--- src/rtl/picoblaze_io_bank.sv ---
// picoblaze_io_bank: KCPSM6 port-I/O bank with NUM_IN input bytes, NUM_OUT output
// byte registers, edge-latched event flags with write-1-to-clear, and a maskable
// interrupt request.
// Optional feature macro: IO_READBACK_EN makes the output registers and the mask
// register readable at their own addresses. When it is undefined those addresses
// read as 8'h00 and the readback mux is not built.
module picoblaze_io_bank #(
  parameter int         NUM_IN    = 2,
  parameter int         NUM_OUT   = 4,
  parameter logic [7:0] IN_BASE   = 8'h00,
  parameter logic [7:0] OUT_BASE  = 8'h02,
  parameter logic [7:0] EVT_ADDR  = 8'hF0,
  parameter logic [7:0] MASK_ADDR = 8'hF1
) (
  input  logic                 clk,
  input  logic                 rst,
  input  logic [7:0]           port_id,
  input  logic                 write_strobe,
  input  logic                 read_strobe,
  input  logic [7:0]           out_port,
  output logic [7:0]           in_port,
  input  logic [8*NUM_IN-1:0]  in_data,
  output logic [8*NUM_OUT-1:0] out_data,
  input  logic [7:0]           evt_in,
  output logic                 interrupt,
  input  logic                 interrupt_ack
);

  localparam int IN_LO  = int'(IN_BASE);
  localparam int IN_HI  = IN_LO + NUM_IN;
  localparam int OUT_LO = int'(OUT_BASE);
  localparam int OUT_HI = OUT_LO + NUM_OUT;
  localparam int EVT_A  = int'(EVT_ADDR);
  localparam int MASK_A = int'(MASK_ADDR);

  function automatic bit in_range(input int a, input int lo, input int hi);
    return (a >= lo) && (a < hi);
  endfunction

  // The four address regions must be disjoint and fit in the 8-bit port space.
  localparam bit BAD_PARAMS =
      (NUM_IN < 1) || (NUM_IN > 16) || (NUM_OUT < 1) || (NUM_OUT > 16) ||
      (IN_HI > 256) || (OUT_HI > 256) ||
      ((IN_LO < OUT_HI) && (OUT_LO < IN_HI)) ||
      in_range(EVT_A, IN_LO, IN_HI) || in_range(EVT_A, OUT_LO, OUT_HI) ||
      in_range(MASK_A, IN_LO, IN_HI) || in_range(MASK_A, OUT_LO, OUT_HI) ||
      (EVT_A == MASK_A);

  generate
    if (BAD_PARAMS) begin : g_param_error
      $error("picoblaze_io_bank: illegal sizes or overlapping port address ranges");
    end
  endgenerate

  // read_strobe carries no side effects; the read path is a plain registered mux.
  logic unused_read_strobe;
  assign unused_read_strobe = read_strobe;

  logic [7:0] mask;
  logic [7:0] evt_flags;
  logic [7:0] s1, s2, s3;
  logic [7:0] rise;
  logic [7:0] evt_clear;
  logic       new_req;
  logic       req_q;
  logic [7:0] rd_data;

  assign rise      = s2 & ~s3;
  assign new_req   = |(rise & mask);
  assign evt_clear = (write_strobe && (port_id == EVT_ADDR)) ? out_port : 8'h00;

  // Read mux: selects the byte addressed by port_id, zero for unmapped ports.
  always_comb begin
    rd_data = 8'h00;
    for (int i = 0; i < NUM_IN; i++) begin
      if (int'(port_id) == IN_LO + i) rd_data = in_data[8*i +: 8];
    end
    if (port_id == EVT_ADDR) rd_data = evt_flags;
`ifdef IO_READBACK_EN
    for (int j = 0; j < NUM_OUT; j++) begin
      if (int'(port_id) == OUT_LO + j) rd_data = out_data[8*j +: 8];
    end
    if (port_id == MASK_ADDR) rd_data = mask;
`endif
  end

  // Registered read data, giving the one-cycle INPUT latency KCPSM6 expects.
  always_ff @(posedge clk) begin
    if (rst) in_port <= 8'h00;
    else     in_port <= rd_data;
  end

  // Output byte registers and interrupt mask, written on write_strobe.
  always_ff @(posedge clk) begin
    if (rst) begin
      out_data <= '0;
      mask     <= 8'h00;
    end else if (write_strobe) begin
      for (int j = 0; j < NUM_OUT; j++) begin
        if (int'(port_id) == OUT_LO + j) out_data[8*j +: 8] <= out_port;
      end
      if (port_id == MASK_ADDR) mask <= out_port;
    end
  end

  // Two-flop synchronizer plus a delay flop for rising-edge detection.
  always_ff @(posedge clk) begin
    if (rst) begin
      s1 <= 8'h00;
      s2 <= 8'h00;
      s3 <= 8'h00;
    end else begin
      s1 <= evt_in;
      s2 <= s1;
      s3 <= s2;
    end
  end

  // Event flags: a fresh rising edge sets a bit and beats a simultaneous W1C.
  always_ff @(posedge clk) begin
    if (rst) evt_flags <= 8'h00;
    else     evt_flags <= (evt_flags & ~evt_clear) | rise;
  end

  // Interrupt: raised the edge after a masked rising edge, dropped by ack
  // unless a new request arrives in the same cycle.
  always_ff @(posedge clk) begin
    if (rst) begin
      req_q     <= 1'b0;
      interrupt <= 1'b0;
    end else begin
      req_q <= new_req;
      if (req_q)              interrupt <= 1'b1;
      else if (interrupt_ack) interrupt <= 1'b0;
    end
  end

endmodule
--- config.mk ---
export PLATFORM = sky130hd
export DESIGN_NAME = picoblaze_io_bank
export DESIGN_NICKNAME = d
export VERILOG_FILES = /design/src/rtl/picoblaze_io_bank.sv
export SDC_FILE = /design/constraint.sdc
export NUM_CORES = 1
export LEC_CHECK = 0
export CAP_MARGIN = 10
export CORE_MARGIN = 3
export CORE_UTILIZATION = 40
export DETAILED_ROUTE_END_ITERATION = 8
export GPL_TIMING_DRIVEN = 0
export PLACE_DENSITY = 0.7
export SYNTH_ARGS = -nofsm -noshare
export SYNTH_HDL_FRONTEND = slang
export SYNTH_SLANG_ARGS = --single-unit
--- constraint.sdc ---
create_clock -name clk -period 3.7 [get_ports clk]
set_input_delay 0.37 -clock clk [delete_from_list [all_inputs] [get_ports clk]]
set_output_delay 0.37 -clock clk [all_outputs]
set_load 0.02 [all_outputs]
==> qor.csv <==
stage,metric,value,unit
outcome,status,completed,
critical_path,cp_slowest_cell,nor4b_2,
timing,min_period_over_period,54.4,%
power_and_ir_drop,p_int,1.42,mW
routing,drt-total-wl,6930,um
cts,cts_resized,0,
timing,rsz0062_at_grt,false,
timing,postLayoutSetupSlackWorst,1690,ps
logic_synthesis,synth_area,0.00310,mm2
power_and_ir_drop,total_power,1.78,mW
power_and_ir_drop,clockPowerShare,42.4,%
critical_path,crit_path_end_kind,flip-flop,
floorplanning,row_count,31,
cts,cts_root_buf,clkbuf_8,
critical_path,crit_path_start,write_strobe,
hold_path,hold-path-cell-count,1,
timing,finalSetupViolCount,0,
critical_path,rr_startpoint,s2[3],
cts,clock-sinks,82,
cts,clock_path_buffers,2,
cts,cts_buffers,9,
timing,finalSetupTns,0,ps
routing,remaining_drc_errors,0,
logic_synthesis,synth_area_per_cell,10.9,um2
timing,final.min_clock_period,2010,ps
hold_path,hold_path.class,flip-flop to flip-flop,
critical_path,arrival,2190,ps
routing,routed_via_density,4.75,
power_and_ir_drop,swShare,20.5,%
timing,hold_violations,0,
cts,cts_tree,yes,
floorplanning,start_util,42.1,%
critical_path,crit_path_end,evt_flags[0],
placement,gp_congestion,0.775,
job,cap_violations,0,
logic_synthesis,ys_ff_latch,82,
routing,drt_iter0_markers,134,
power_and_ir_drop,pwr-share-seq,50.7,%
global_route,grt_pass1_wl,11200,um
final_layout,nNetsFinal,422,
logic_synthesis,yosysMostFrequentCell,dfxtp_1,
placement,place_hpwl,5140,um
cts,cts_setup_buffers,0,
power_and_ir_drop,p_switching,0.365,mW
routing,antenna_left,0,
timing,worstMarginPinSlew,1180,ps
logic_synthesis,yosysWarnings,0,
logic_synthesis,synth.area.top_cells,"dfxtp_1 53%, mux2i_1 15%, nand2b_1 9.7%, nor2b_1 8.3%, o2bb2ai_1 2.3%",
routing,via_count,2283,
logic_synthesis,synth_largest_area_cell,dfxtp_1,
critical_path,slowest_delay,800,ps
critical_path,crit_chain,clkdlybuf4s50_1 > nor3b_1 > nor4b_2 > a211oi_1,
global_route,grt_pass1_vias,2297,
critical_path,reg2reg_depth,3,
global_route,grt-ovfl-total,0,
critical_path,worstSetupPathType,input port to flip-flop,
critical_path,reg2reg_slack,2630,ps
timing,relSlewSlack,20.8,%
floorplanning,die_width,94.0,um
logic_synthesis,synthArstFlopShare,0,%
logic_synthesis,synth_commonest_cells,"82 x dfxtp_1, 48 x mux2i_1, 48 x nand2b_1",
power_and_ir_drop,leakage,1.72,nW
floorplanning,coreArea,0.00737,mm2
final_layout,drive_above_1_share,5.24,%
logic_synthesis,synth_top_area_share,52.9,%
critical_path,critPathLaunchType,input port,
cts,ctsHoldBuffers,0,
floorplanning,die_area,0.00884,mm2
global_route,grtUsageTotal,16.5,%
timing,maxSlewViolCount,0,
critical_path,crit_path_max_fanout,8,
global_route,antenna_found_initial,0,
logic_synthesis,synth_flop_cell,dfxtp_1,
power_and_ir_drop,power_density,416,mW/mm2
power_and_ir_drop,ir_drop,0.000237,V
logic_synthesis,synthCells,284,
cts,clk_latency,340,ps
placement,post-place-ws,1350,ps
final_layout,syn2layout_area_growth,38.0,%
cts,path_clk_slew,80,ps
floorplanning,num_io_pins,86,
power_and_ir_drop,p_comb_share,6.8,%
final_layout,post_layout_nonfiller_instances,481,
logic_synthesis,ys_types,25,
final_layout,utilization,58.1,%
global_route,grt_max_degree,14,
critical_path,r2r-end,req_q,
logic_synthesis,seq_area_frac_synth,52.9,%
critical_path,cp.required,3880,ps
timing,clock.fmax,0.497,GHz
logic_synthesis,synth-edff-count,0,
placement,dp_cells,465,
floorplanning,fp.dieH,94.0,um
routing,drtPass1Iterations,4,
cts,ctsHtreeMaxLevel,3,
timing,clock_skew,7.86,ps
placement,port_buffers,82,
routing,wl_per_cell,14.4,um
logic_synthesis,synthesis.nets,329,
final_layout,antenna_cells,0,
==> layout by cell type, fill, tap and decap left out, drive strengths merged, types with 2 or more instances in the layout <==
| master | n |
|---|---|
| clkbuf | 26 |
| clkdlybuf4s50 | 82 |
| bufinv | 3 |
| a22oi | 4 |
| nand2b | 48 |
| dfxtp | 82 |
| nor2b | 41 |
| or3 | 2 |
| nand4 | 2 |
| buf | 2 |
| nor2 | 9 |
| a211oi | 8 |
| or4 | 2 |
| o2bb2ai | 8 |
| mux2i | 48 |
| nor4 | 3 |
| nor3b | 2 |
==> sequential cells by signal, indices dropped and copies added (netlist names) <==
signal     cells
mask           8
s3             8
interrupt      1
s1             8
req_q          1
evt_flags      8
in_port        8
out_data      32
s2             8
==> power by group through the flow <==
stage,combinational (mW),clock [mW],sequential (mW)
CTS,0.124,0.769,0.904
floorplan,0.0577,0,0.923
global placement,0.121,0,0.924
global route,0.134,0.803,0.906
finish,0.122,0.756,0.904
detailed placement,0.123,0,0.925
==> per-stage QoR <==
stage               area [um2]  hold slack, ps
floorplan                 3100             413
detailed placement        4050             422
finish                    4280             431
global placement          4050             418
global route              4280             450
CTS                       4280             434
==> layer usage <==
metal  GRT usage, %  vias to the layer above  wire, um
met5              0                        -         0
met4           7.22                        0       113
met3           2.96                        9       363
met2           26.3                       59      3110
met1           21.7                     1065      3340
li1               -                     1150         -
==> logic make-up (layout without fill, tap and decap cells) <==
family	Yosys count	in the layout	synth area share, %
flops	82	82	52.9
mux	48	48	15.5
compound gates	22	22	5.61
simple gates	114	114	23.5
buf+inv	18	116	2.46
==> worst min path at each step <==
stage	start	end	slack [ps]
after CTS	s1[6]	s2[6]	430
after global routing	s1[6]	s2[6]	450
final	s1[6]	s2[6]	430
after floorplan	req_q	interrupt	410
after global placement	s1[5]	s2[5]	420
after detailed placement	s1[6]	s2[6]	420
==> critical path, delay by kind of cell <==
family	cells	cell delay (ps)
and+or+nand+nor	2	1180
AOI/OAI and AO/OA	1	170
buffers and inverters	1	480
==> cell type report <==
cell class / count / area (um2)
clock buffers: 11 / 131
clock inverters: 5 / 103
flip-flops and latches: 82 / 1640
well taps: 99 / 124
multi-input cells: 184 / 1380
fillers: 660 / 3090
inverters: 1 / 3.75
plain buffers: 17 / 72.6
repair buffers: 82 / 821
(Power assumes the default switching activity.)
